$ cat src/rtl/food_spawner.sv
// Multi-player food manager: head/food hit detection and scoring on each game tick,
// plus an LFSR refill FSM that validates one body segment index per cycle before committing.
module food_spawner #(
  parameter int          num_players = 2,
  parameter int          num_foods   = 2,
  parameter int          max_len     = 16,
  parameter int          num_len     = 10,
  parameter int          score_len   = 4,
  parameter int          width       = 32,
  parameter int          height      = 24,
  parameter logic [15:0] lfsr_seed   = 16'hACE1
) (
  input  logic                                   clk,
  input  logic                                   rst,
  input  logic                                   tick,
  input  logic [num_players*max_len*num_len-1:0] snakes,
  input  logic [num_players*score_len-1:0]       lens,
  input  logic [num_players*num_len-1:0]         heads,
  output logic [num_foods*num_len-1:0]           foods,
  output logic [num_foods-1:0]                   food_valid,
  output logic [num_players*score_len-1:0]       scores,
  output logic [num_players-1:0]                 eat,
  output logic                                   busy
);

  localparam int KW    = (max_len > 1) ? $clog2(max_len) : 1;
  localparam int FW    = (num_foods > 1) ? $clog2(num_foods) : 1;
  localparam int CELLS = width * height;
  localparam logic [KW-1:0]        K_LAST    = KW'(max_len - 1);
  localparam logic [KW-1:0]        K_ONE     = KW'(1);
  localparam logic [score_len-1:0] SCORE_MAX = {score_len{1'b1}};
  localparam logic [score_len-1:0] SCORE_ONE = score_len'(1);

  typedef enum logic [1:0] {S_IDLE, S_GEN, S_SCAN, S_COMMIT} state_t;

  state_t                           r_state;
  state_t                           w_next;
  logic [15:0]                      r_lfsr;
  logic [15:0]                      w_lfsr_next;
  logic [num_len-1:0]               r_cand;
  logic [num_len-1:0]               w_cand;
  logic                             w_cand_ok;
  logic [KW-1:0]                    r_k;
  logic [num_foods*num_len-1:0]     r_foods;
  logic [num_foods-1:0]             r_food_valid;
  logic [num_players*score_len-1:0] r_scores;
  logic [num_players-1:0]           r_eat;
  logic [num_foods-1:0]             w_hit_slot;
  logic [num_players-1:0]           w_credit;
  logic                             w_reject;
  logic                             w_any_free;
  logic [FW-1:0]                    w_free_idx;

  // Galois form of x^16+x^14+x^13+x^11+1, right-shifting.
  assign w_lfsr_next = {1'b0, r_lfsr[15:1]} ^ (r_lfsr[0] ? 16'hB400 : 16'h0000);
  assign w_cand      = r_lfsr[num_len-1:0];
  assign w_cand_ok   = (int'(w_cand) < CELLS);

  // A slot is credited to the lowest-index player whose head sits on it.
  always_comb begin
    w_hit_slot = '0;
    w_credit   = '0;
    for (int f = 0; f < num_foods; f++) begin
      for (int p = 0; p < num_players; p++) begin
        if (r_food_valid[f] && !w_hit_slot[f] &&
            (heads[p*num_len +: num_len] == r_foods[f*num_len +: num_len])) begin
          w_hit_slot[f] = 1'b1;
          w_credit[p]   = 1'b1;
        end
      end
    end
  end

  // Candidate collides with live segment k of any snake, any head or any live food.
  always_comb begin
    w_reject = 1'b0;
    for (int p = 0; p < num_players; p++) begin
      if ((int'(r_k) < int'(lens[p*score_len +: score_len])) &&
          (snakes[(p*max_len + int'(r_k))*num_len +: num_len] == r_cand)) begin
        w_reject = 1'b1;
      end
      if (heads[p*num_len +: num_len] == r_cand) begin
        w_reject = 1'b1;
      end
    end
    for (int f = 0; f < num_foods; f++) begin
      if (r_food_valid[f] && (r_foods[f*num_len +: num_len] == r_cand)) begin
        w_reject = 1'b1;
      end
    end
  end

  always_comb begin
    w_any_free = 1'b0;
    w_free_idx = '0;
    for (int f = num_foods - 1; f >= 0; f--) begin
      if (!r_food_valid[f]) begin
        w_any_free = 1'b1;
        w_free_idx = FW'(f);
      end
    end
  end

  // A tick means the board changed under the scan, so every refill state restarts in GEN.
  always_comb begin
    w_next = r_state;
    case (r_state)
      S_IDLE: begin
        if (!(&r_food_valid)) w_next = S_GEN;
        else                  w_next = S_IDLE;
      end
      S_GEN: begin
        if (tick)           w_next = S_GEN;
        else if (w_cand_ok) w_next = S_SCAN;
        else                w_next = S_GEN;
      end
      S_SCAN: begin
        if (tick || w_reject)  w_next = S_GEN;
        else if (r_k == K_LAST) w_next = S_COMMIT;
        else                   w_next = S_SCAN;
      end
      S_COMMIT: begin
        if (tick) w_next = S_GEN;
        else      w_next = S_IDLE;
      end
      default: w_next = S_IDLE;
    endcase
  end

  always_ff @(posedge clk or posedge rst) begin
    if (rst) begin
      r_state <= S_IDLE;
      r_lfsr  <= lfsr_seed;
      r_cand  <= '0;
      r_k     <= '0;
    end else begin
      r_state <= w_next;
      r_lfsr  <= w_lfsr_next;
      if (r_state == S_GEN) begin
        r_cand <= w_cand;
        r_k    <= '0;
      end else if (r_state == S_SCAN) begin
        r_k <= r_k + K_ONE;
      end
    end
  end

  // Eat and commit never share an edge: a tick suppresses the commit.
  always_ff @(posedge clk or posedge rst) begin
    if (rst) begin
      r_foods      <= '0;
      r_food_valid <= '0;
      r_scores     <= '0;
      r_eat        <= '0;
    end else begin
      r_eat <= tick ? w_credit : '0;
      if (tick) begin
        r_food_valid <= r_food_valid & ~w_hit_slot;
        for (int p = 0; p < num_players; p++) begin
          if (w_credit[p] && (r_scores[p*score_len +: score_len] != SCORE_MAX)) begin
            r_scores[p*score_len +: score_len] <= r_scores[p*score_len +: score_len] + SCORE_ONE;
          end
        end
      end else if ((r_state == S_COMMIT) && w_any_free) begin
        r_foods[w_free_idx*num_len +: num_len] <= r_cand;
        r_food_valid[w_free_idx]               <= 1'b1;
      end
    end
  end

  assign foods      = r_foods;
  assign food_valid = r_food_valid;
  assign scores     = r_scores;
  assign eat        = r_eat;
  assign busy       = (r_state != S_IDLE);

endmodule

$ cat config.mk
export PLATFORM = sky130hd
export DESIGN_NAME = food_spawner
export DESIGN_NICKNAME = d
export VERILOG_FILES = /design/src/rtl/food_spawner.sv
export SDC_FILE = /design/constraint.sdc
export NUM_CORES = 1
export LEC_CHECK = 0
export CORE_MARGIN = 10
export CORE_UTILIZATION = 36
export CTS_BUF_LIST = sky130_fd_sc_hd__clkbuf_4 sky130_fd_sc_hd__clkbuf_8
export CTS_CLUSTER_DIAMETER = 40
export DETAILED_ROUTE_END_ITERATION = 8
export PLACE_DENSITY_LB_ADDON = 0.05
export SYNTH_ARGS = -nofsm -noshare
export SYNTH_HDL_FRONTEND = slang
export SYNTH_SLANG_ARGS = --single-unit
$ cat constraint.sdc
create_clock -name clk -period 2.5 [get_ports clk]
set_input_delay 0.75 -clock clk [delete_from_list [all_inputs] [get_ports clk]]
set_output_delay 0.75 -clock clk [all_outputs]
set_load 0.01 [all_outputs]
Yosys cells after proc, flatten, opt, wreduce, memory -nomap -nowiden. Cells that the tools add are included.

Flip-flop bits (word level): 64. Bits of input ports: 351. Output and inout bits: 33. Logic and storage cells: 104.

$add $sub $neg: 5. Multipliers: 3. Magnitude comparators: 5. Eq/ne operators: 16. Shift operators: 4. Mux-type cells: 32. Bitwise operators: 5. Reduce and logical (&&, ||, !) cells: 25.

Operators by type and width (count): $shiftx 320x11->10 (1); $shiftx 320x9->10 (1); $eq 10x10->1 (10); $neg 5->34 (1); $shift 10x34->20 const A (1); $shiftx 10x34->20 (1); $bwmux 20 (1); $mux 1 (20); $mux 16 (1); $xor 15x16->16 (1); $logic_and 1x1->1 (14); $add 4x1->4 const B (3); $mux 2 (6); $lt 10x10->1 const B (1); $mul 6x3->9 const B (1); $lt 4x4->1 (2); $mux 4 (2); $ne 4x4->1 const B (2); $pmux 2 s4 (1); $reduce_and 2->1 (4); $mul 4x3->7 const B (1); $add 5x4->6 const A (1); $reduce_bool 2->1 (3); $eq 2x2->1 const B (2); other kinds (13) (14).

Logic depth before layout (Yosys ltp). Gate-level depths: netlist (run 1).

Depth in word-level cells: 13. Depth in mapped cells: 12. Gate-level depth less buffers: 9.

Least setup slack after synthesis (run 1). OpenSTA, ideal clock, no wires.

Path type: input port to flip-flop. Start: input port snakes[36]. End: register r_state[1]. Library setup time: 122 ps. Arrival time: 2503 ps. Data required time: 2378 ps. Setup slack: -125 ps. Stages on the path: 7. Path buffers: 0. Cell sequence: mux4_1 mux4_2 xnor2_1 o211ai_1 nor4_2 nor3b_1 a32o_1.

Word-level cells in the longest chain between the ends: 12. Elaborated cells on any way between the ends: 15.

RTL lines: from (decl) (RTL line 16) `input logic [num_players*max_len*num_len-1:0] snakes,`; $shiftx 320x9->10 (RTL line 79) `(snakes[(p*max_len + int'(r_k))*num_len +: num_len] == r_cand)) begin`; $eq 10x10->1 (RTL line 79); $logic_and 1x1->1 (RTL line 78) `if ((int'(r_k) < int'(lens[p*score_len +: score_len])) &&`; $mux 1 (RTL line 78); $mux 1 (RTL line 82) `if (heads[p*num_len +: num_len] == r_cand) begin`; $mux 1 * (RTL line 78); $mux 1 * (RTL line 82); $mux 1 * (2 in a row) (RTL line 87) `if (r_food_valid[f] && (r_foods[f*num_len +: num_len] == r_cand)) begin`; $logic_or 1x1->1 * (RTL line 118) `if (tick || w_reject) w_next = S_GEN;`; $mux 2 * (RTL line 118); $pmux 2 s4 * (RTL line 107) `case (r_state)`; named net w_next[1] (RTL line 37) `state_t w_next;`; to (signal assigned) (RTL line 137) `r_state <= w_next;`; to (decl) (RTL line 36) `state_t r_state;`.

Mark *: on every way through the listed nets, which the timed path passes. The rest lies on a longest branch. A chain may end at the register's enable or synchronous reset.

Final worst setup path (run 1).
Start: input port snakes[59]. End: register r_state[1].

Same word-level chain as after synthesis.

==> flow_metrics.env, run 1 <==
export IMPL_async_reset_ff_share_pct=100
export IMPL_synthesis_nets=931
export IMPL_nets=1394
export IMPL_finalInstanceArea_um2=11700
export IMPL_fin_ws_ps=-320
export IMPL_synthCells=566
export IMPL_io_buffers=383
export IMPL_multi_input_area_um2=4730
export IMPL_initial_core_util_pct=36.6
export IMPL_ys_top_cells_by_area="dfrtp_1 21%, mux4_2 21%, xnor2_1 9.8%, mux2_2 7.2%, mux2i_1 6.3%"
export IMPL_ff_latch_area_um2=1620
export IMPL_hold_violations=0
export IMPL_grt_pass1_vias=7680
export IMPL_cp_cell_sequence="clkdlybuf4s50_1 -> mux4_2 -> mux2i_4 -> xnor2_1 -> nor2_1 -> a2111o_1 -> nor4_4 -> nor3b_2 -> a32o_1"
export IMPL_fin_skew_ps=15.0
export IMPL_grt_max_degree=50
export IMPL_ys_flop_type="dfrtp_1"
export IMPL_drc=0
export IMPL_place_gp_congestion=0.960
export IMPL_wl_um=32300
export IMPL_grt_pass1_wl_um=48300
export IMPL_synth_top_cell_by_area="dfrtp_1"
export IMPL_dp_cells=1236
export IMPL_vias=6759
export IMPL_crit_fanout=2
export IMPL_cts_root_buffer="clkbuf_8"
export IMPL_cts_made_buffers=9
export IMPL_synth_edff_count=0
export IMPL_cts_sinks=64
export IMPL_endpoint_kind="flip-flop"
export IMPL_violations="negative setup slack"
export IMPL_ys_top_cells_by_count="73 x xnor2_1, 61 x mux4_2, 56 x dfrtp_1"
export IMPL_p_leak_uw=0.00484
export IMPL_dieHeight_um=155
export IMPL_ys_ff_latch=64
export IMPL_outcome="finished, violations left"
export IMPL_synth_most_common_cell="xnor2_1"
export IMPL_worstMarginPinSlew_ps=634
export IMPL_synth_area_per_cell_um2=11.6
export IMPL_setup_tns_ps=-563
export IMPL_synth_top_cell_area_share_pct=21.4
export IMPL_core_area_um2=17900
export IMPL_die_width_um=155
export IMPL_critical_path_class="in2reg"
export IMPL_critPathLaunchType="input pin"
export IMPL_setup_violations_final=3
export IMPL_maxCapViolations=0
export IMPL_gr_total_overflow=0
export IMPL_via_per_inst=5.34
export IMPL_wire_per_inst_um=25.5
export IMPL_row_count=49
export IMPL_cpPeakStageDelay_ps=490
export IMPL_antenna_found_initial=3
export IMPL_antenna_left=0
export IMPL_cts_tree="built"
export IMPL_cp_slowest_cell="mux4_2"
export IMPL_layout_drive_gt1_share_pct=26.4
export IMPL_cts_hold_buf=0
export IMPL_clock_path_buffers=2
export IMPL_synth_area_um2=6540
export IMPL_drt_initial_drc_count=339
export IMPL_period_needed_ps=2820
export IMPL_rsz0062_at_grt="yes"
export IMPL_synth_distinct_cells=53
export IMPL_postPlaceCellArea_um2=11200
export IMPL_worstPathRequired_ps=2740
export IMPL_htree_levels=3
export IMPL_grt_use_total_pct=26.3
export IMPL_ios=384
export IMPL_maxSlewViolCount=0
export IMPL_first_pass_iters=4
export IMPL_ys_seq_area_share_pct=24.6
export IMPL_fill_cells=1431
export IMPL_ir_worst_vdd_mv=0.481
export IMPL_path_delay_family="multiplexers"
export IMPL_crit_arrival_ps=3060
export IMPL_die_area_um2=24000
export IMPL_fmax_mhz=355
export IMPL_clk_pin_slew_worst_paths_ps=70
export IMPL_syn2layout_area_growth_pct=78.8
export IMPL_path_buf_inv=1
export IMPL_clk_latency_ps=360
export IMPL_dpl_hpwl_um=28100
export IMPL_power_density_nw_per_um2=608
export IMPL_yosys_warnings=0
export IMPL_slew_headroom_pct=57.7
export IMPL_hp_class="reg2reg"
export IMPL_period_share_pct=113
export IMPL_fin_cells=1265
## logic make-up after synthesis
group / count (synthesis) / share of synthesized area [%]
adder cells (fa/ha/maj): 14 / 2.68
XOR/XNOR: 110 / 14.7
flip-flops: 64 / 24.6
multiplexers: 152 / 37.7
AND/OR/NAND/NOR: 96 / 8.03
AO/OA/AOI/OAI: 67 / 6.88
buffers and inverters: 63 / 5.35
## metrics by stage
stage                     power, uW  util (%)  hold slack (ps)  setup WS, ps
after global routing           7550      65.4              358          -420
after global placement         5800      62.7              339          -791
after detailed placement       5840      62.7              337          -835
after floorplan                4100         -              333          -101
after CTS                      7020      64.9              354          -305
final                          7120      65.4              354          -320
## registers in the layout, summed over array words and instances (netlist names)
name / flops
scores: 8
r_state: 2
food_valid: 2
foods: 20
r_lfsr: 16
r_k: 4
eat: 2
r_cand: 10
## path summary, 6_finish.rpt
check / from / end / slack, ps / cells after the start
max in group asynchronous: rst / r_lfsr[6]$_DFF_PP1_ / 1190 / 3
hold / removal: r_lfsr[12]$_DFF_PP0_ / r_lfsr[11]$_DFF_PP1_ / 350 / 0
setup / recovery: snakes[59] / r_state[1]$_DFF_PP0_ / -320 / 9
min in group asynchronous: rst / scores[0]$_DFFE_PP0P_ / 670 / 2
setup reg to reg: r_k[1]$_DFFE_PP0P_ / r_state[1]$_DFF_PP0_ / -300 / 10
hold reg to reg: r_lfsr[12]$_DFF_PP0_ / r_lfsr[11]$_DFF_PP1_ / 350 / 0
## routing by layer
metal	GRT usage (%)	vias to the layer above	part of all wire (%)
li1	-	3091	-
met1	29.0	3365	37
met2	49.3	260	55
met3	5.88	41	6.2
met4	6.79	2	1.9
met5	0	-	0.028
## worst register-to-register path, delay by kind of cell (launching register included)
family | cells | cell delay, ps
compound gates | 5 | 1130
fa+ha+maj | 1 | 270
buf+inv | 2 | 320
flops | 1 | 570
simple gates | 2 | 390
## placed cells by master, fill, tap and decap left out, types with 3 or more instances in the layout
cell	n
dfrtp_1	53
buf_6	7
a221oi_1	6
a22o_1	4
nor4_4	3
nand2_1	20
mux2i_1	35
clkbuf_8	9
inv_1	18
clkdlybuf4s50_1	346
buf_12	8
ha_1	14
buf_4	94
mux4_2	67
a21o_1	5
nand2b_1	6
nand3_1	6
o22ai_1	6
xor2_1	35
nor4_2	3
nor2b_1	3
dlygate4sd2_1	37
a21oi_1	11
nor2_1	13
nand3b_1	3
mux2i_2	5
nand4_1	17
dfstp_2	8
nor3_1	4
nor4_1	7
xnor2_1	72
mux2_2	41
o21ai_0	13
o211ai_1	3
## where the power goes
| group | switching [uW] | leakage, uW | internal, uW |
|---|---|---|---|
| sequential | 131 | 0.000843 | 1100 |
| clock | 442 | 0.000102 | 472 |
| combinational | 2060 | 0.00389 | 2910 |
## timing repair
item	4_1_cts	5_1_grt
gates resized for setup	64	17
pin swaps	21	9
cloned	1	0
endpoints found under the setup margin	10	6
setup buffers	11	1
## layout make-up
cell class	instances	area share, %
antenna	2	0.0428
clock buffer	9	1.06
clock inverter	7	0.684
inverter	21	0.674
multi-input combinational	439	40.4
sequential	64	13.8
tap	229	2.45
timing repair buffer	494	40.9
(Power assumes the default switching activity.)
==> inputs of run 2 (changes only) <==
CELL_PAD_IN_SITES_DETAIL_PLACEMENT = 0   (was unset)
CELL_PAD_IN_SITES_GLOBAL_PLACEMENT = 1   (was unset)
CORE_UTILIZATION = 26   (was 36)
==> flow_metrics.env, run 2 (synthesis gave the netlist of run 1 again) <==
export IMPL_drt_initial_drc_count=237
export IMPL_power_uw=7160
export IMPL_nets=1397
export IMPL_clk_latency_ps=350
export IMPL_cp_cell_sequence="clkdlybuf4s50_1 -> mux4_2 -> mux2i_1 -> xnor2_1 -> nor3_1 -> a31oi_1 -> nor4_2 -> buf_4 -> a31oi_4 -> a32o_1"
export IMPL_antenna_left=0
export IMPL_fin_cells=1370
export IMPL_maxSlewViolCount=0
export IMPL_clock_path_buffers=2
export IMPL_p_leak_uw=0.00487
export IMPL_initial_core_util_pct=26.2
export IMPL_multi_input_area_um2=4790
export IMPL_fill_cells=2364
export IMPL_crit_arrival_ps=3110
export IMPL_cp_slowest_cell="mux4_2"
export IMPL_worstMarginPinSlew_ps=703
export IMPL_fmax_mhz=348
export IMPL_worstPathRequired_ps=2740
export IMPL_p_sw_uw=2660
export IMPL_wl_um=33700
export IMPL_clk_pin_slew_worst_paths_ps=90
export IMPL_critical_path_class="in2reg"
export IMPL_die_width_um=179
export IMPL_dpl_hpwl_um=29700
export IMPL_grt_pass1_wl_um=48100
export IMPL_period_needed_ps=2870
export IMPL_place_gp_congestion=0.903
export IMPL_drc=0
export IMPL_dp_cells=1342
export IMPL_violations="negative setup slack"
export IMPL_antenna_found_initial=5
export IMPL_row_count=58
export IMPL_ios=384
export IMPL_io_buffers=383
export IMPL_p_seq_share_pct=17.0
export IMPL_largest_reg_flops=20
export IMPL_hold_violations=0
export IMPL_dieHeight_um=179
export IMPL_critPathLaunchType="input pin"
export IMPL_cts_root_buffer="clkbuf_8"
export IMPL_outcome="finished, violations left"
export IMPL_power_frac_comb_pct=70.1
export IMPL_grt_pass1_vias=7637
export IMPL_core_area_um2=25000
export IMPL_vias=6594
export IMPL_layout_drive_gt1_share_pct=27.3
export IMPL_endpoint_kind="flip-flop"
export IMPL_path_buf_inv=2
export IMPL_most_common_layout_cells="346 x clkdlybuf4s50_1, 99 x buf_4, 70 x xnor2_1"
export IMPL_first_pass_iters=4
export IMPL_crit_fanout=2
export IMPL_ir_worst_vdd_mv=0.285
export IMPL_path_delay_family="multiplexers"
export IMPL_gr_total_overflow=0
export IMPL_hp_class="reg2reg"
export IMPL_syn2layout_area_growth_pct=81.9
export IMPL_power_share_clock_pct=13.0
export IMPL_power_density_nw_per_um2=601
export IMPL_die_area_um2=31900
export IMPL_maxCapViolations=0
export IMPL_p_int_uw=4490
export IMPL_cts_hold_buf=0
export IMPL_ff_latch_area_um2=1620
export IMPL_htree_levels=3
export IMPL_rsz0062_at_grt="yes"
export IMPL_grt_use_total_pct=20.3
export IMPL_cpPeakStageDelay_ps=470
export IMPL_p_sw_share_pct=37.2
export IMPL_slew_headroom_pct=53.1
export IMPL_cts_tree="built"
export IMPL_cts_made_buffers=9
export IMPL_fin_skew_ps=12.7
export IMPL_via_per_inst=4.81
export IMPL_final_common_cell="clkdlybuf4s50_1"
export IMPL_setup_violations_final=3
export IMPL_wire_per_inst_um=24.6
export IMPL_cts_sinks=64
export IMPL_fin_ws_ps=-373
export IMPL_period_share_pct=115
export IMPL_grt_max_degree=65
## run 2: layer usage
metal	wire (um)	track usage (%)
met3	2370	6.33
met1	12100	21.2
met4	469	4.03
met5	0	0
met2	18800	39.0
## run 2: worst paths after layout
check	from	to	slack [ps]	cells past startpoint
setup / recovery	snakes[316]	r_state[1]$_DFF_PP0_	-370	10
setup reg to reg	r_k[0]$_DFFE_PP0P_	r_state[1]$_DFF_PP0_	-350	10
hold reg to reg	r_lfsr[12]$_DFF_PP0_	r_lfsr[11]$_DFF_PP1_	360	0
min in group asynchronous	rst	scores[0]$_DFFE_PP0P_	760	3
hold / removal	r_lfsr[12]$_DFF_PP0_	r_lfsr[11]$_DFF_PP1_	360	0
max in group asynchronous	rst	r_lfsr[7]$_DFF_PP1_	1400	3
## run 2: power groups by stage
stage	Clock (uW)	Combinational, uW	Sequential (uW)
3_3_place_gp	0	4700	1250
6_report	927	5020	1210
5_1_grt	1010	5420	1230
2_1_floorplan	0	2940	1160
4_1_cts	967	4870	1210
3_5_place_dp	0	4750	1250
## run 2: through the flow
step | instance area [um2] | hold WS, ps | TNS [ps] | util [%] | setup slack [ps]
6_report | 11900 | 361 | -705 | 47.7 | -373
5_1_grt | 11900 | 366 | -881 | 47.7 | -482
4_1_cts | 11700 | 361 | -757 | 47.0 | -433
3_5_place_dp | 11400 | 358 | -9300 | 45.8 | -952
3_3_place_gp | 11400 | 341 | -9050 | 45.8 | -963
2_1_floorplan | 6540 | 333 | -169 | - | -101
## run 2: cell type report
cell class,instances,share of cell area [%]
Tap cell,330,3.47
Sequential cell,64,13.6
Inverter,21,0.662
Timing Repair Buffer,497,40.2
Clock inverter,7,0.662
Clock buffer,9,1.04
Antenna cell,3,0.0631
Multi-Input combinational cell,439,40.2
## run 2: what timing repair did
item | 4_1_cts | 5_1_grt
pin swaps | 19 | 21
setup endpoints to repair | 11 | 4
resized for setup | 61 | 35
setup buffers | 3 | 7
==> inputs of run 3 (changes only) <==
CORE_MARGIN = 4   (was 10)
TNS_END_PERCENT = 50   (was unset)
==> flow_metrics.env, run 3 (synthesis gave the netlist of run 1 again) <==
export IMPL_cts_root_buffer="clkbuf_8"
export IMPL_hold_violations=0
export IMPL_core_area_um2=24500
export IMPL_via_per_inst=4.88
export IMPL_r2r_end="r_state[0]$_DFF_PP0_"
export IMPL_fin_ws_ps=-407
export IMPL_power_uw=6790
export IMPL_vias=6585
export IMPL_setup_violations_final=2
export IMPL_postPlaceCellArea_um2=11300
export IMPL_drt_initial_drc_count=239
export IMPL_dp_cells=1324
export IMPL_grt_pass1_wl_um=45300
export IMPL_antenna_found_initial=9
export IMPL_dpl_hpwl_um=26000
export IMPL_slew_headroom_pct=56.2
export IMPL_maxCapViolations=0
export IMPL_htree_levels=3
export IMPL_crit_arrival_ps=3180
export IMPL_dieHeight_um=167
export IMPL_die_area_um2=27800
export IMPL_whs_ps=338
export IMPL_grt_max_degree=65
export IMPL_power_density_nw_per_um2=583
export IMPL_clk_pin_slew_worst_paths_ps=80
export IMPL_fin_cells=1350
export IMPL_period_needed_ps=2910
export IMPL_critical_path_class="in2reg"
export IMPL_place_gp_congestion=0.911
export IMPL_worstPathRequired_ps=2770
export IMPL_final_common_cell="clkdlybuf4s50_1"
export IMPL_worstHoldEndpoint="r_lfsr[11]$_DFF_PP1_"
export IMPL_first_pass_iters=4
export IMPL_largest_reg_flops=20
export IMPL_cp_slowest_cell="mux4_2"
export IMPL_ios=384
export IMPL_most_common_layout_cells="351 x clkdlybuf4s50_1, 89 x buf_4, 70 x xnor2_1"
export IMPL_row_count=57
export IMPL_worstMarginPinSlew_ps=656
export IMPL_outcome="finished, violations left"
export IMPL_r2r_cells=11
export IMPL_nets=1382
export IMPL_cts_tree="built"
export IMPL_crit_fanout=2
export IMPL_die_width_um=167
export IMPL_wl_um=30100
export IMPL_finish_utilization_pct=47.5
export IMPL_path_buf_inv=2
export IMPL_hp_class="reg2reg"
export IMPL_grt_use_total_pct=21.2
export IMPL_cp_cell_sequence="clkdlybuf4s50_1 -> mux4_2 -> mux4_2 -> xnor2_1 -> o211ai_1 -> nor4_4 -> buf_4 -> a311oi_2 -> a21oi_1"
export IMPL_min_delay_start="r_lfsr[12]$_DFF_PP0_"
export IMPL_period_share_pct=116
export IMPL_cts_made_buffers=9
export IMPL_gr_total_overflow=0
export IMPL_cts_hold_buf=0
export IMPL_layout_drive_gt1_share_pct=24.9
export IMPL_clk_latency_ps=350
export IMPL_syn2layout_area_growth_pct=77.9
export IMPL_fmax_mhz=344
export IMPL_rsz0062_at_grt="yes"
export IMPL_fin_skew_ps=14.1
export IMPL_cpMostUsedCell="mux4_2"
export IMPL_path_delay_family="multiplexers"
export IMPL_p_leak_uw=0.00476
export IMPL_initial_core_util_pct=26.7
export IMPL_r2r_slack_ps=-360
export IMPL_critPathLaunchType="input pin"
export IMPL_cts_sinks=64
export IMPL_cpPeakStageDelay_ps=510
export IMPL_r2r_start="r_k[1]$_DFFE_PP0P_"
export IMPL_fill_cells=2344
export IMPL_ir_worst_vdd_mv=0.257
export IMPL_maxSlewViolCount=0
export IMPL_clock_path_buffers=2
export IMPL_endpoint_kind="flip-flop"
export IMPL_drc=0
export IMPL_whs_path_depth=0
export IMPL_antenna_left=0
export IMPL_finalInstanceArea_um2=11600
export IMPL_violations="negative setup slack"
export IMPL_io_buffers=383
export IMPL_wire_per_inst_um=22.3
export IMPL_grt_pass1_vias=7487
==> run 3: changes by cell type in the layout (fill, tap and decap cells not counted), sizes merged <==
cell | previous run | this run
buf | 114 | 99
clkdlybuf4s15 | 2 | 1
clkdlybuf4s50 | 346 | 351
clkbuf | 14 | 10
clkinv | 2 | 4
diode | 3 | 4
inv | 22 | 20
dlymetal6s2s | 0 | 1
clkinvlp | 3 | 2
==> run 3: worst max path at each step <==
stage / startpoint / slack, ps / cells past startpoint / end
2_1_floorplan: snakes[156] / -100 / 7 / r_state[1]$_DFF_PP0_
3_3_place_gp: snakes[39] / -900 / 10 / r_state[1]$_DFF_PP0_
3_5_place_dp: snakes[39] / -950 / 10 / r_state[1]$_DFF_PP0_
4_1_cts: r_k[1]$_DFFE_PP0P_ / -350 / 10 / r_state[1]$_DFF_PP0_
5_1_grt: r_k[1]$_DFFE_PP0P_ / -430 / 11 / r_state[0]$_DFF_PP0_
6_report: snakes[156] / -410 / 9 / r_state[0]$_DFF_PP0_
==> run 3: report_power, final <==
| part | leakage [uW] | internal [uW] | switching, uW |
|---|---|---|---|
| combinational | 0.00383 | 2710 | 1970 |
| clock | 0.0000955 | 467 | 430 |
| sequential | 0.000843 | 1100 | 114 |
==> run 3: routing by layer <==
layer  vias to the layer above  track usage (%)  share of wire (%)
met5                         -                0               0.25
met2                       229             39.0                 53
li1                       3068                -                  -
met1                      3235             24.2                 38
met4                        10             5.80                2.0
met3                        43             5.59                6.2
==> run 3: per-stage QoR <==
stage          setup slack [ps]  TNS [ps]
3_3_place_gp               -901     -6440
6_report                   -407      -779
4_1_cts                    -346      -584
5_1_grt                    -434      -914
3_5_place_dp               -952     -7110
2_1_floorplan              -101      -169
==> run 3: area by class of cell <==
| class | count | area (um2) | area share, % |
|---|---|---|---|
| Sequential cell | 64 | 1620 | 13.9 |
| Clock inverter | 6 | 60.1 | 0.516 |
| Antenna cell | 4 | 10.0 | 0.0860 |
| Multi-Input combinational cell | 439 | 4690 | 40.3 |
| Inverter | 21 | 78.8 | 0.677 |
| Clock buffer | 10 | 131 | 1.13 |
| Tap cell | 324 | 405 | 3.48 |
| Timing Repair Buffer | 482 | 4650 | 39.9 |
==> run 3: timing repair <==
| item | CTS | global route |
|---|---|---|
| setup endpoints to repair | 9 | 5 |
| pin swaps | 22 | 6 |
| resized for setup | 55 | 7 |
| setup buffers | 5 | 1 |
==> patch 1 (settings of run 1) <==
Encoding of `state_t`: now Gray code (2 bits for 4 states).
--- a/src/rtl/food_spawner.sv
+++ b/src/rtl/food_spawner.sv
@@ -33,3 +33,3 @@
 
-  typedef enum logic [1:0] {S_IDLE, S_GEN, S_SCAN, S_COMMIT} state_t;
+  typedef enum logic [1:0] {S_IDLE = 2'b00, S_GEN = 2'b01, S_SCAN = 2'b11, S_COMMIT = 2'b10} state_t;
 
Behaviour: no difference found for any inputs over 4 cycles, from zero or initial values and one cycle with rst high; so few cycles prove little.
==> patch 1 against run 1 <==
The flow still finishes with violations (negative setup slack). Cell area grew 1.5%. Wire length shrank 0.42%. Global-route usage shrank 0.47 points. Area after synthesis shrank 0.34%. Power shrank 33%. Non-clock buffer count shrank 4. Worst hold slack gained 11 ps. Clock power grew 24%. Sequential cell count is the same. Worst setup slack gained 170 ps. Critical path type is now flop to flop. Largest cell class unchanged.
==> patch 1: results (changes against run 1) <==
GRT Total Usage - 25.8% (was 26.3%)
Mean Syn Cell Area - 11.7 um^2 (was 11.6 um^2)
Critical Path Max Stage Delay - 540 ps (was 490 ps)
Final setup vio count - 2 (was 3)
Largest area contributor in the synthesized netlist - mux4_2 (was dfrtp_1)
Max VDD drop - 0.000395 V (was 0.000481 V)
Max-slew headroom - 59.3% (was 57.7%)
Post-synth net total - 917 (was 931)
Routability cong. - 0.976 (was 0.960)
Dpl cells - 1211 (was 1236)
Nets@finish - 1372 (was 1394)
Synthesized area - 6520 um^2 (was 6540 um^2)
Seq pwr share - 23.2% (was 17.3%)
Final wirelength - 32100 um (was 32300 um)
Largest net degree at the start of global routing - 65 (was 50)
Yosys cell types - 51 (was 53)
CP max stage cell - dfrtp_4 (was mux4_2)
Initial DRC count - 353 (was 339)
PnR worst setup slack - -147 ps (was -320 ps)
Int Power - 3.33 mW (was 4.49 mW)
Worst-case clock skew - 9.03 ps (was 15.0 ps)
Post-synth top cells - 73 x mux4_2, 72 x xnor2_1, 56 x dfrtp_1 (was 73 x xnor2_1, 61 x mux4_2, 56 x dfrtp_1)
Post-DP HPWL - 27500 um (was 28100 um)
Vias in the first global route - 7535 (was 7680)
Outcome - finished with violations (unchanged)
Failing checks - negative setup slack (unchanged)
Static leakage - 4.74 nW (was 4.84 nW)
Seq. pwr - 1.10 mW (was 1.23 mW)
Layout cells sized above 1 - 28.1% (was 26.4%)
Initial antenna violation count - 9 (was 3)
-- patch 1: timing repair --
item / CTS / global route
hold endpoints to repair: 0 / 0
setup endpoints to repair: 9 / 6
cloned: 2 / 0
buffers inserted: 10 / 10
gates resized for setup: 95 / 40
pin swaps: 21 / 28
-- patch 1: critical path: cells and delay by family, from the launching register on --
family / cells / cell delay [ps]
multiplexers: 2 / 720
flip-flops: 1 / 540
AND/OR/NAND/NOR: 2 / 530
AO/OA/AOI/OAI: 3 / 390
buffers and inverters: 2 / 240
XOR/XNOR: 1 / 100
-- patch 1: metal layers --
layer  vias to the layer above  share of wire [%]  track usage [%]
met5                         -                  0                0
met4                         0                3.7             10.7
met3                        67                7.2             7.02
met2                       288                 54             47.3
met1                      3273                 35             27.1
li1                       3049                  -                -
-- patch 1: worst paths after layout --
kind,startpoint,to,slack (ps),cells after the start
max in group asynchronous,rst,r_lfsr[7],1390,3
hold / removal,r_lfsr[12],r_lfsr[11],360,0
setup / recovery,r_k[1],r_state[1],-150,10
setup reg to reg,r_k[1],r_state[1],-150,10
min in group asynchronous,rst,scores[4],790,3
hold reg to reg,r_lfsr[12],r_lfsr[11],360,0
-- patch 1: cell type report --
type,instances,area share (%)
antenna,9,0.190
inverter,15,0.474
timing repair buffer,490,40.6
tap,229,2.41
multi-input combinational,432,40.6
sequential,64,13.7
clock buffer,9,1.04
clock inverter,7,1.05
-- patch 1: cell families after synthesis --
kind of cell    share of synthesized area, %
compound gates                          6.77
simple gates                            9.32
flops                                   24.7
xor+xnor                                14.6
mux                                     37.8
buf+inv                                 4.99
fa+ha+maj                               1.73
-- patch 1: through the flow --
step,util (%),setup slack [ps]
5_1_grt,66.3,-242
2_1_floorplan,-,37.6
3_3_place_gp,62.2,-714
3_5_place_dp,62.2,-752
4_1_cts,65.1,-152
6_report,66.3,-147
==> patch 2 (config.mk and constraints of run 1) <==
Made on the original files. Change the parameter `score_len` from 4 to 8.
--- a/src/rtl/food_spawner.sv
+++ b/src/rtl/food_spawner.sv
@@ -7,3 +7,3 @@
   parameter int          num_len     = 10,
-  parameter int          score_len   = 4,
+  parameter int          score_len   = 8,
   parameter int          width       = 32,
Ports: changed (resized lens and scores); port bits go from 384 to 400. No check against the original RTL was run, so the function may have changed too.
==> patch 2 against run 1 <==
The flow still finishes with violations (negative setup slack). Cell count rose by 4.3%. Worst setup slack got worse by 43 ps. Worst hold slack improved by 9.2 ps. Power is 1.4% higher. Utilization is 0.38 points lower. Sequential cell count is 8 higher. Wire length grew 1.7%. Cell area up 3.5%. Area after synthesis rose by 4.0%. Highest routed layer unchanged.
==> patch 2: results (changes against run 1) <==
Failing checks - negative setup slack (unchanged)
Maximum clock path buffer count - 2 (unchanged)
Final std cells w/o fill - 1320 (was 1265)
Post-Synth XOR/XNOR Area - 15.1% (was 14.7%)
Post-synthesis compound-gate area fraction - 8.26% (was 6.88%)
Vias in the first global route - 7634 (was 7680)
Outcome - finished with violations (unchanged)
PortBufs - 399 (was 383)
Mux contribution to synthesized area - 33.9% (was 37.7%)
Max VDD drop - 0.000313 V (was 0.000481 V)
Top FF cell, synth - dfrtp_1 (unchanged)
Static leakage - 5.02 nW (was 4.84 nW)
Sequential area share after synthesis - 26.6% (was 24.6%)
Vias - 7036 (was 6759)
Post-synth net total - 970 (was 931)
Largest register FFs - 20 (unchanged)
Layout cells sized above 1 - 25.6% (was 26.4%)
Place WS - -957 ps (was -835 ps)
Synth Area in Adders - 2.57% (was 2.68%)
Critical Path Max Stage Delay - 510 ps (was 490 ps)
Worst R2R Start - r_k[0] (was r_k[1])
Clock Latency Late Sink - 360 ps (about the same)
Initial antenna violation count - 9 (was 3)
Clk root buf - clkbuf_8 (unchanged)
Cell family with most CP delay - multiplexers (unchanged)
GRT Total Usage - 25.7% (was 26.3%)
Tightest Hold Check Type - flop to flop (unchanged)
Nets@finish - 1450 (was 1394)
Setup TNS - -636 ps (was -563 ps)
Worst Setup EP - r_state[1] (unchanged)
Global-route wire length before repair - 47200 um (was 48300 um)
Post-DP HPWL - 28500 um (was 28100 um)
Routability cong. - 0.934 (was 0.960)
PnR worst setup slack - -363 ps (was -320 ps)
Post-synth top cells - 77 x xnor2_1, 64 x dfrtp_1, 64 x mux4_2 (was 73 x xnor2_1, 61 x mux4_2, 56 x dfrtp_1)
WL/cell - 24.9 um (was 25.5 um)
Pins over their slew limit - 0 (unchanged)
Worst-case clock skew - 12.4 ps (was 15.0 ps)
Synthesis Warnings - 0 (unchanged)
Detailed-router iteration count before antenna repair - 4 (unchanged)
Reg-to-Reg End - r_state[1] (unchanged)
Reg2reg setup slack - -360 ps (was -300 ps)
Crit Path Max Fanout - 2 (unchanged)
Crit path DAT - 3120 ps (was 3060 ps)
Dpl cell area - 11700 um^2 (was 11200 um^2)
Reg clk slew, reported paths - 90 ps (was 70 ps)
Final setup vio count - 2 (was 3)
CTS Buf Count - 9 (unchanged)
Initial DRC count - 281 (was 339)
Yosys cell types - 49 (was 53)
Slew @ Worst Pin - 559 ps (was 634 ps)
CP max stage cell - mux4_2 (unchanged)
H-tree depth - 3 (unchanged)
Mapped Cells - 597 (was 566)
Largest net degree at the start of global routing - 33 (was 50)
Ranking of synthesized cells by area - dfrtp_1 24%, mux4_2 21%, xnor2_1 9.9%, mux2_2 7.0%, mux2i_1 5.7% (was dfrtp_1 21%, mux4_2 21%, xnor2_1 9.8%, mux2_2 7.2%, mux2i_1 6.3%)
CP Launch Point - snakes[70] (was snakes[59])
==> patch 2: cell count changes in the layout (fill, tap and decap cells not counted), sizes merged, moves of 5 or more <==
cell	delta
a221oi	+5
a22oi	+5
dfrtp	+8
and2	+5
a21o	-5
nand3	+6
nand4	+10
mux4	-5
clkdlybuf4s50	+8
==> patch 2: worst min path at each step <==
stage	start	to	slack, ps	cells after the start
floorplan	r_lfsr[12]	r_lfsr[11]	330	0
global placement	r_lfsr[12]	r_lfsr[11]	340	0
detailed placement	r_lfsr[12]	r_lfsr[11]	350	0
CTS	r_lfsr[12]	r_lfsr[11]	370	0
global route	r_lfsr[6]	r_lfsr[5]	370	0
finish	r_lfsr[12]	r_lfsr[11]	360	0
==> patch 2: cell type report <==
cell class	instances	area, um^2
sequential	72	1820
fill	1556	6530
multi-input combinational	465	4840
clock buffer	9	124
antenna	4	10.0
inverter	18	71.3
tap	234	293
timing repair buffer	511	4850
clock inverter	7	103
==> patch 2: worst reg2reg max path: stages (launching register included) <==
cell and delay [ps]:
dfrtp_4 450, buf_6 170, mux4_2 560, a22o_1 240, a221oi_2 200, xnor2_1 130, a2111oi_4 370, buf_4 170
nand4_1 100, and3_1 170, a32o_1 190
==> patch 2: power breakdown <==
part | internal [mW] | leakage [nW] | switching [mW]
Combinational | 2.70 | 3.95 | 2.12
Clock | 0.576 | 0.116 | 0.491
Sequential | 1.23 | 0.960 | 0.0959
==> patch 2: what timing repair did <==
item | CTS | global route
pin swaps | 20 | 21
gates resized for setup | 66 | 17
setup endpoints to repair | 18 | 18
buffers inserted | 5 | 3
==> patch 2: metal layers <==
layer  part of all wire, %  track usage (%)  vias up
met5                  0.12                0        -
met3                   7.5             7.56       51
met2                    53             46.2      264
li1                      -                -     3259
met1                    37             28.1     3456
met4                   2.6             8.73        6
